[src/rtl/alu_exec_if.sv]
// rtl/alu_exec_if.sv - request/response bundle between the issue logic and alu_exec
//
// Signals:
//   start, aluctl, a, b             request side (driven by master)
//   busy, done, result, zero,
//   overflow                        response side (driven by slave, alu_exec)
interface alu_exec_if #(
    parameter int WIDTH = 32
);
    logic             start;
    logic [3:0]       aluctl;
    logic [WIDTH-1:0] a;
    logic [WIDTH-1:0] b;
    logic             busy;
    logic             done;
    logic [WIDTH-1:0] result;
    logic             zero;
    logic             overflow;

    modport master (
        output start, aluctl, a, b,
        input  busy, done, result, zero, overflow
    );

    modport slave (
        input  start, aluctl, a, b,
        output busy, done, result, zero, overflow
    );
endinterface

[src/rtl/alu_exec.sv]
// rtl/alu_exec.sv - registered execute-stage ALU with iterative shift-add multiply
//
// Ports:
//   clk       rising-edge clock
//   reset_n   synchronous active-low reset
//   bus       alu_exec_if.slave: start/aluctl/a/b in; busy/done/result/zero/overflow out
// Parameters:
//   WIDTH     operand/result width (>= 2)
//   CNT_W     iteration counter width (2**CNT_W > WIDTH)
// Optional feature macro:
//   ALU_MUL_EARLY_EXIT_EN  finish MUL as soon as the remaining multiplier bits are all zero
module alu_exec #(
    parameter int WIDTH = 32,
    parameter int CNT_W = 6
) (
    input  logic      clk,
    input  logic      reset_n,
    alu_exec_if.slave bus
);
    localparam int MSB = WIDTH - 1;

    localparam logic [3:0] OP_AND = 4'h0;
    localparam logic [3:0] OP_OR  = 4'h1;
    localparam logic [3:0] OP_ADD = 4'h2;
    localparam logic [3:0] OP_MUL = 4'h3;
    localparam logic [3:0] OP_SUB = 4'h6;
    localparam logic [3:0] OP_SLT = 4'h7;
    localparam logic [3:0] OP_NOR = 4'hC;
    localparam logic [3:0] OP_XOR = 4'hD;

    typedef enum logic {
        S_IDLE,
        S_MUL
    } state_t;

    state_t           state;
    logic             busy_q;
    logic             done_q;
    logic [WIDTH-1:0] result_q;
    logic             zero_q;
    logic             overflow_q;

    logic [WIDTH-1:0] acc;
    logic [WIDTH-1:0] mcand;
    logic [WIDTH-1:0] mplier;
    logic [CNT_W-1:0] cnt;

    logic [WIDTH-1:0] sum;
    logic [WIDTH-1:0] diff;
    logic [WIDTH-1:0] op_res;
    logic             op_ovf;

    logic [WIDTH-1:0] acc_next;
    logic [WIDTH-1:0] mplier_next;
    logic             last_iter;

    // Single-cycle datapath, evaluated from the live request operands.
    always_comb begin
        sum    = bus.a + bus.b;
        diff   = bus.a - bus.b;
        op_res = '0;
        op_ovf = 1'b0;
        case (bus.aluctl)
            OP_AND: op_res = bus.a & bus.b;
            OP_OR:  op_res = bus.a | bus.b;
            OP_ADD: begin
                op_res = sum;
                op_ovf = (bus.a[MSB] == bus.b[MSB]) && (sum[MSB] != bus.a[MSB]);
            end
            OP_SUB: begin
                op_res = diff;
                op_ovf = (bus.a[MSB] != bus.b[MSB]) && (diff[MSB] != bus.a[MSB]);
            end
            OP_SLT: op_res = {{(WIDTH-1){1'b0}}, ($signed(bus.a) < $signed(bus.b))};
            OP_NOR: op_res = ~(bus.a | bus.b);
            OP_XOR: op_res = bus.a ^ bus.b;
            default: ;
        endcase
    end

    // One shift-add step on the captured operands.
    always_comb begin
        acc_next    = mplier[0] ? (acc + mcand) : acc;
        mplier_next = mplier >> 1;
`ifdef ALU_MUL_EARLY_EXIT_EN
        // Once every remaining multiplier bit is zero the accumulator is final;
        // the counter bound is kept so the loop can never run past WIDTH steps.
        last_iter   = (mplier_next == '0) || (cnt == CNT_W'(WIDTH - 1));
`else
        last_iter   = (cnt == CNT_W'(WIDTH - 1));
`endif
    end

    always_ff @(posedge clk) begin
        if (!reset_n) begin
            state      <= S_IDLE;
            busy_q     <= 1'b0;
            done_q     <= 1'b0;
            result_q   <= '0;
            zero_q     <= 1'b0;
            overflow_q <= 1'b0;
            acc        <= '0;
            mcand      <= '0;
            mplier     <= '0;
            cnt        <= '0;
        end else begin
            done_q <= 1'b0;
            case (state)
                S_IDLE: begin
                    if (bus.start) begin
                        if (bus.aluctl == OP_MUL) begin
                            acc    <= '0;
                            mcand  <= bus.a;
                            mplier <= bus.b;
                            cnt    <= '0;
                            busy_q <= 1'b1;
                            state  <= S_MUL;
                        end else begin
                            result_q   <= op_res;
                            zero_q     <= (op_res == '0);
                            overflow_q <= op_ovf;
                            done_q     <= 1'b1;
                        end
                    end
                end
                S_MUL: begin
                    // start is deliberately not looked at here: the unit is busy.
                    acc    <= acc_next;
                    mcand  <= mcand << 1;
                    mplier <= mplier_next;
                    cnt    <= cnt + CNT_W'(1);
                    if (last_iter) begin
                        result_q   <= acc_next;
                        zero_q     <= (acc_next == '0);
                        overflow_q <= 1'b0;
                        done_q     <= 1'b1;
                        busy_q     <= 1'b0;
                        state      <= S_IDLE;
                    end
                end
                default: state <= S_IDLE;
            endcase
        end
    end

    assign bus.busy     = busy_q;
    assign bus.done     = done_q;
    assign bus.result   = result_q;
    assign bus.zero     = zero_q;
    assign bus.overflow = overflow_q;
endmodule

[src/flat_wrapper.sv]
// flat-port wrapper written by rule: the top's interface ports become plain ports
module alu_exec_flat 
#(
    parameter int WIDTH = 32,
    parameter int CNT_W = 6
)
  (clk, reset_n, bus_start, bus_aluctl, bus_a, bus_b, bus_busy, bus_done, bus_result, bus_zero, bus_overflow);
  alu_exec_if #(.WIDTH(WIDTH)) bus_i ();
  input  logic clk;
  input  logic reset_n;
  input wire logic [$bits(bus_i.start)-1:0] bus_start;
  input wire logic [$bits(bus_i.aluctl)-1:0] bus_aluctl;
  input wire logic [$bits(bus_i.a)-1:0] bus_a;
  input wire logic [$bits(bus_i.b)-1:0] bus_b;
  output wire logic [$bits(bus_i.busy)-1:0] bus_busy;
  output wire logic [$bits(bus_i.done)-1:0] bus_done;
  output wire logic [$bits(bus_i.result)-1:0] bus_result;
  output wire logic [$bits(bus_i.zero)-1:0] bus_zero;
  output wire logic [$bits(bus_i.overflow)-1:0] bus_overflow;
  assign bus_i.start = bus_start;
  assign bus_i.aluctl = bus_aluctl;
  assign bus_i.a = bus_a;
  assign bus_i.b = bus_b;
  assign bus_busy = bus_i.busy;
  assign bus_done = bus_i.done;
  assign bus_result = bus_i.result;
  assign bus_zero = bus_i.zero;
  assign bus_overflow = bus_i.overflow;
  alu_exec #(.WIDTH(WIDTH), .CNT_W(CNT_W)) u_core (.clk(clk), .reset_n(reset_n), .bus(bus_i));
endmodule
[config.mk]
export PLATFORM = sky130hd
export DESIGN_NAME = alu_exec_flat
export DESIGN_NICKNAME = d
export VERILOG_FILES = /design/src/rtl/alu_exec_if.sv /design/src/rtl/alu_exec.sv /design/src/flat_wrapper.sv
export SDC_FILE = /design/constraint.sdc
export NUM_CORES = 1
export LEC_CHECK = 0
export ABC_AREA = 1
export CAP_MARGIN = 20
export CORE_AREA = 2 2 195 159
export DETAILED_ROUTE_END_ITERATION = 8
export DIE_AREA = 0 0 197 161
export PLACE_DENSITY = 0.69
export SYNTH_ARGS = -nofsm -noshare
export SYNTH_HDL_FRONTEND = slang
export SYNTH_SLANG_ARGS = --single-unit
[constraint.sdc]
create_clock -name clk -period 2.8 [get_ports clk]
set_input_delay 0.28 -clock clk [delete_from_list [all_inputs] [get_ports clk]]
set_output_delay 0.28 -clock clk [all_outputs]
set_load 0.005 [all_outputs]
After elaboration in Yosys (flattened, before gate mapping)
Index checks and enable logic that the tools add are counted.
- input port bits: 71
- output and inout port bits: 36
- bits in registers: 139
- order comparisons: 1
- equality and inequality tests: 16
- add/subtract/negate cells: 4
- muxes and demuxes: 38
- bitwise gates (word level): 5
- reductions and logical operators: 8
- operators with widths (operator ; count):
    $mux W32 ; 10
    $pmux W32 S2 ; 4
    $pmux W32 S7 ; 1
    $add A32 B32 Y32 ; 2
    $logic_not A32 Y1 ; 2
    $and A32 B32 Y32 ; 1
    $lt A32 B32 Y1 ; 1
    $not A32 Y32 ; 1
    $or A32 B32 Y32 ; 1
    $sub A32 B32 Y32 ; 1
    $xor A32 B32 Y32 ; 1
    $mux W1 ; 14
    $mux W6 ; 2
    $pmux W1 S2 ; 6
    $pmux W6 S2 ; 1
    $eq A4 B2 Y1 const B ; 2
    $eq A4 B3 Y1 const B ; 2
    $eq A4 B4 Y1 const B ; 2
    $add A6 B1 Y6 const B ; 1
    $eq A6 B5 Y1 const B ; 1
    $ne A2 B2 Y1 const B ; 3
    $reduce_and A3 Y1 ; 2
    $eq A4 B1 Y1 const B ; 1
    $logic_not A4 Y1 ; 1
    6 further kinds ; 9

Depth between registers and ports, before layout
- word-level depth: 7
- mapped depth: 24

Worst setup path after synthesis
No wires, ideal clock.
- path type: input-to-reg
- from: in bus_b[0]
- to: reg u_core.zero_q (netlist: u_core.bus.zero)
- data required time: 2.744 ns
- path slack: 0.561 ns
- stages: 22
- arrival: 2.184 ns
- path through: ha_1 inv_1 fa_1 inv_1 nand3_1 nand2_1 nand2_1 nand2_1 nand2_1 nand2_1 nand3_1 nand2_1 nand2_1 nand3_1 nand3_1 nor2_1 nand2_1 nor2_1 nand2_1 nand3_1 nand2_1 inv_1
- word-level cells in the longest chain between the ends: 7
- elaborated cells on any way between the ends: 12
- ends and longest elaborated chain (what ; line ; source):
    start, declared ; flat_wrapper.sv:14 ; input wire logic [$bits(bus_i.b)-1:0] bus_b;
    branches (longest 2 deep; another with $sub A32 B32 Y32) ; n/a ;
    $pmux W32 S7 (*) ; alu_exec.sv:63 ; case (bus.aluctl)
    $logic_not A32 Y1 (*) ; alu_exec.sv:120 ; zero_q <= (op_res == '0);
    $mux W1 (*) ; alu_exec.sv:111 ; if (bus.aluctl == OP_MUL) begin
    $mux W1 (*) ; alu_exec.sv:110 ; if (bus.start) begin
    $pmux W1 S2 (*) ; alu_exec.sv:108 ; case (state)
    end signal, assigned ; alu_exec.sv:120 ;
    end signal, assigned ; alu_exec.sv:134 ; zero_q <= (acc_next == '0);
    end, declared ; alu_exec.sv:40 ; logic zero_q;
Every way passes the cells marked *. The select of a mux whose other input is x is not followed.
A chain may end at the register's enable or synchronous reset.

Final worst setup path
- from: in bus_a[12]
- to: reg u_core.result_q[19] (netlist: u_core.bus.result[19])
- word-level cells in the longest chain between the ends: 5
- elaborated cells on any way between the ends: 6
- ends and longest elaborated chain (what ; line ; source):
    start, declared ; flat_wrapper.sv:13 ; input wire logic [$bits(bus_i.a)-1:0] bus_a;
    $sub A32 B32 Y32 or $add A32 B32 Y32 (tied branches) ; alu_exec.sv:60, alu_exec.sv:59 ;
    $pmux W32 S7 (*) ; alu_exec.sv:63 ;
    $mux W32 (*) ; alu_exec.sv:111 ;
    $mux W32 (*) ; alu_exec.sv:110 ;
    $pmux W32 S2 (*) ; alu_exec.sv:108 ;
    end signal, assigned ; alu_exec.sv:119 ; result_q <= op_res;
    end signal, assigned ; alu_exec.sv:133 ; result_q <= acc_next;
    end, declared ; alu_exec.sv:39 ; logic [WIDTH-1:0] result_q;
Mark *: on every way between the ends. The rest lies on a longest branch, timed or not. The select of a mux whose other input is x is not followed.

==> results.md <==
- Status: completed
- Crit. End Element: register
- Rows: 57
- Post-Route WL: 67470 um
- Antenna Violating Nets Remaining: 0
- FF+latch count, synth: 139
- Sequential share of the synthesized area: 0.1898
- Die W: 197 um
- Reg clk slew, reported paths: around 0.07 ns
- Synth cell types: 47
- Mean post-synth cell area: ~5.7 um2
- Synth Area in Simple Gates: 0.3985
- M2 GR Usage: 0.6463
- Hold wc startpoint: bus_a[0]
- Post-Syn Area: 14660 um2
- Critical setup path kind: primary input to register
- Synthesized instance count: 2574
- Largest family of logic cells by synthesized area: simple AND/OR/NAND/NOR gates
- Final setup vio count: 0
- H-tree levels: 4
- Post-Layout Cell Count: between 3000 and 4000
- Hold Path Class: primary input to register
- CTS tree: yes
- Clock period minus worst slack: roughly 2.7 ns
- Diode count: 0
- Compound-gate portion of the synthesized area: 0.1612
- Hpwl dp: 53940 um
- Final period utilization: 0.9649
- Mux contribution to synthesized area: 0
- Peak VDD IR: 0.3432 mV
- Worst path required time: between 3 and 4 ns
- M1 GR Usage: 0.5529
- DR pass1 iterations: 6
- Pwr Density: 345.3 nW/um2
- Clock skew: approximately 0.014 ns
- Starting Density: 0.4917
- Worst-Skew Late Latency: between 0.4 and 0.5 ns
- DRC errors left: 0
- RSZ-0062 raised after global routing: true
- Crit path launch: bus_a[12]
- Die Span Y: 161 um
- Adder-Cell Fraction of Synth Area: 0.1159
- Final WS setup: slightly below 0.1 ns
- Primary FF master, synth: dfxtp_1
- Max Fclk: 370.1 MHz
- PortBufs: 106
- Initial antenna violation count: 0
- Hold Slack: slightly above 0.3 ns
- Post-DR wirelength/cell: a little under 20 um
- Fin. max-slew vios: 0
- Global route total overflow: 0
- GRT Overall Usage: 0.4132
- Core area: just under 30000 um2
- Vias in the first global route: roughly 18000
- Slew @ Worst Pin: 0.8896 ns
- Syn_nets: 2779
- Largest net degree at the start of global routing: 129
- Via count: 19522
- Global-route wire length before repair: 100900 um
- Pre-CTS setup slack: -0.6337 ns
- RR Startpoint: u_core.mcand[2]
- Final Hold Viols: 0
- Ratio of cells with drive above 1 in the final layout: 0.2261
- Max-cap viol count: 0
- Top Usage Layer GRT: met2
- Die ar.: ~32000 um2
- Relative slew slack: 0.4063
- Warnings, synthesis: 0
- WP data arrival: 3.00 ns
- Post-synthesis xor/xnor area fraction: 0.004183
- Kind of start point of the critical path: primary input
- Area Growth Syn to Fin: 41.08%
- Met3 Resource Use GR: 0.09042
- Clk sinks: 139
- GP Congestion: ~1.1
- Async SR Flop Fraction: 0
- Avg Vias per Cell: 5.677
- # nets final: 3248
- Final Util: 0.6937
- DRT iter0 DRCs: 2354
- Placed Cells: roughly 3400
- CTS Buffer Depth: 2
- Worst-path maximum fanout: 7
- Leakage: 10.29 nW
- CTS buffer count: 17
- IO Count: 107
- # hold bufs at CTS: 0
- EDFF count, synth: 0
- Root Driver: clkbuf_16
## logic make-up after synthesis
family / after synthesis
buffers and inverters: 482
flip-flops: 139
adder cells (fa/ha/maj): 134
AND/OR/NAND/NOR: 1414
XOR/XNOR: 7
AO/OA/AOI/OAI: 398
## through the flow
step                      setup TNS (ns)  total power [mW]  cell area, um2
after floorplan                        0             3.167           14660
after global placement            -9.901             4.463           19140
after detailed placement          -10.61             4.489           19140
after CTS                              0             6.844           19800
after global routing             -0.1995             7.402           20680
final                                  0             7.139           20680
## layout by cell type (no fill, tap or decap), types with 48 or more instances in the layout
cell type | netlist | final
ha_1 | 131 | 105
clkdlybuf4s50_1 | 0 | 93
inv_1 | 378 | 370
dfxtp_1 | 139 | 138
o21ai_0 | 63 | 57
buf_4 | 11 | 425
nand2_1 | 866 | 827
nor2_1 | 229 | 188
nand3_1 | 219 | 197
a22oi_1 | 48 | 48
a21oi_1 | 160 | 135
## cells in the mapped netlist, types with 4 or more instances
cell | number | share of area
buf_4 | 11 | 0.0056
xnor2_1 | 4 | 0.0024
nor4_1 | 4 | 0.0017
a31oi_1 | 36 | 0.015
o21ai_0 | 63 | 0.022
inv_2 | 7 | 0.0018
inv_1 | 378 | 0.097
buf_2 | 23 | 0.0079
nand3b_1 | 8 | 0.0041
nor3_1 | 21 | 0.0072
a2bb2oi_1 | 5 | 0.0030
a221oi_1 | 12 | 0.0072
buf_1 | 8 | 0.0020
clkbuf_1 | 50 | 0.013
dfxtp_1 | 139 | 0.19
buf_6 | 4 | 0.0031
ha_1 | 131 | 0.11
nor2_2 | 6 | 0.0026
nand4_1 | 27 | 0.012
nor2_1 | 229 | 0.059
nand2_2 | 10 | 0.0043
o22ai_1 | 40 | 0.017
a22oi_1 | 48 | 0.025
o221ai_1 | 6 | 0.0036
nand3_1 | 219 | 0.075
a211oi_1 | 8 | 0.0041
or2_2 | 12 | 0.0051
a21oi_1 | 160 | 0.055
nand2_1 | 866 | 0.22
o21bai_1 | 11 | 0.0056
nor3_2 | 4 | 0.0027
## what timing repair did
action	in CTS	in global routing
setup buffers	1	7
resized for setup	18	205
pin swaps	1	29
setup endpoints to repair	9	19
## worst max-delay path, stage by stage
cell and delay [ns]:
clkdlybuf4s50_1 0.50, inv_1 0.09, ha_4 0.30, buf_8 0.14, nand2_1 0.05, nand2_1 0.11, buf_4 0.12, nand2_1 0.04
nand2_1 0.10, buf_4 0.12, nand2_1 0.08, nand2_2 0.12, inv_1 0.06, nand3_1 0.08, nand2_1 0.06, nand3_1 0.07
nand2_1 0.10, nor2_4 0.15, buf_4 0.11, buf_4 0.10, a2bb2oi_1 0.15, o22ai_1 0.08
## routing by layer
metal	up-vias	wire length, um
li1	9218	-
met2	1137	28740
met5	-	0
met4	0	3189
met1	8966	28300
met3	201	7238
## flip-flops by register name (all words and copies together), names as in the netlist
signal               cells
u_core.bus.zero          1
u_core.bus.done          1
u_core.bus.overflow      1
u_core.acc              32
u_core.cnt               6
u_core.mcand            32
u_core.bus.busy          1
u_core.state             1
u_core.mplier           32
u_core.bus.result       32
## final timing paths
check                          end  slack (ns)  depth (start not counted)
max          u_core.bus.result[19]         0.1                         22
min                u_core.mcand[0]        0.31                          4
max reg2reg        u_core.bus.zero        0.11                         18
min reg2reg          u_core.cnt[5]        0.47                          2
## layout make-up
| type | count | area [um2] |
|---|---|---|
| clock buffers | 17 | 425.4 |
| flip-flops and latches | 139 | 2786 |
| inverters | 385 | 1448 |
| clock inverters | 15 | 175.2 |
| fillers | 2705 | 9133 |
| repair buffers | 547 | 4557 |
| multi-input cells | 1953 | 10810 |
| well taps | 383 | 479.2 |
## where the power goes
part	total (mW)	switching (mW)	leakage (nW)	internal (mW)
sequential	2.05	0.0376	1.12	2.02
clock	2.38	1.03	0.291	1.34
combinational	2.71	1.52	8.88	1.19
Note: power is estimated with default switching activity, not from simulation.
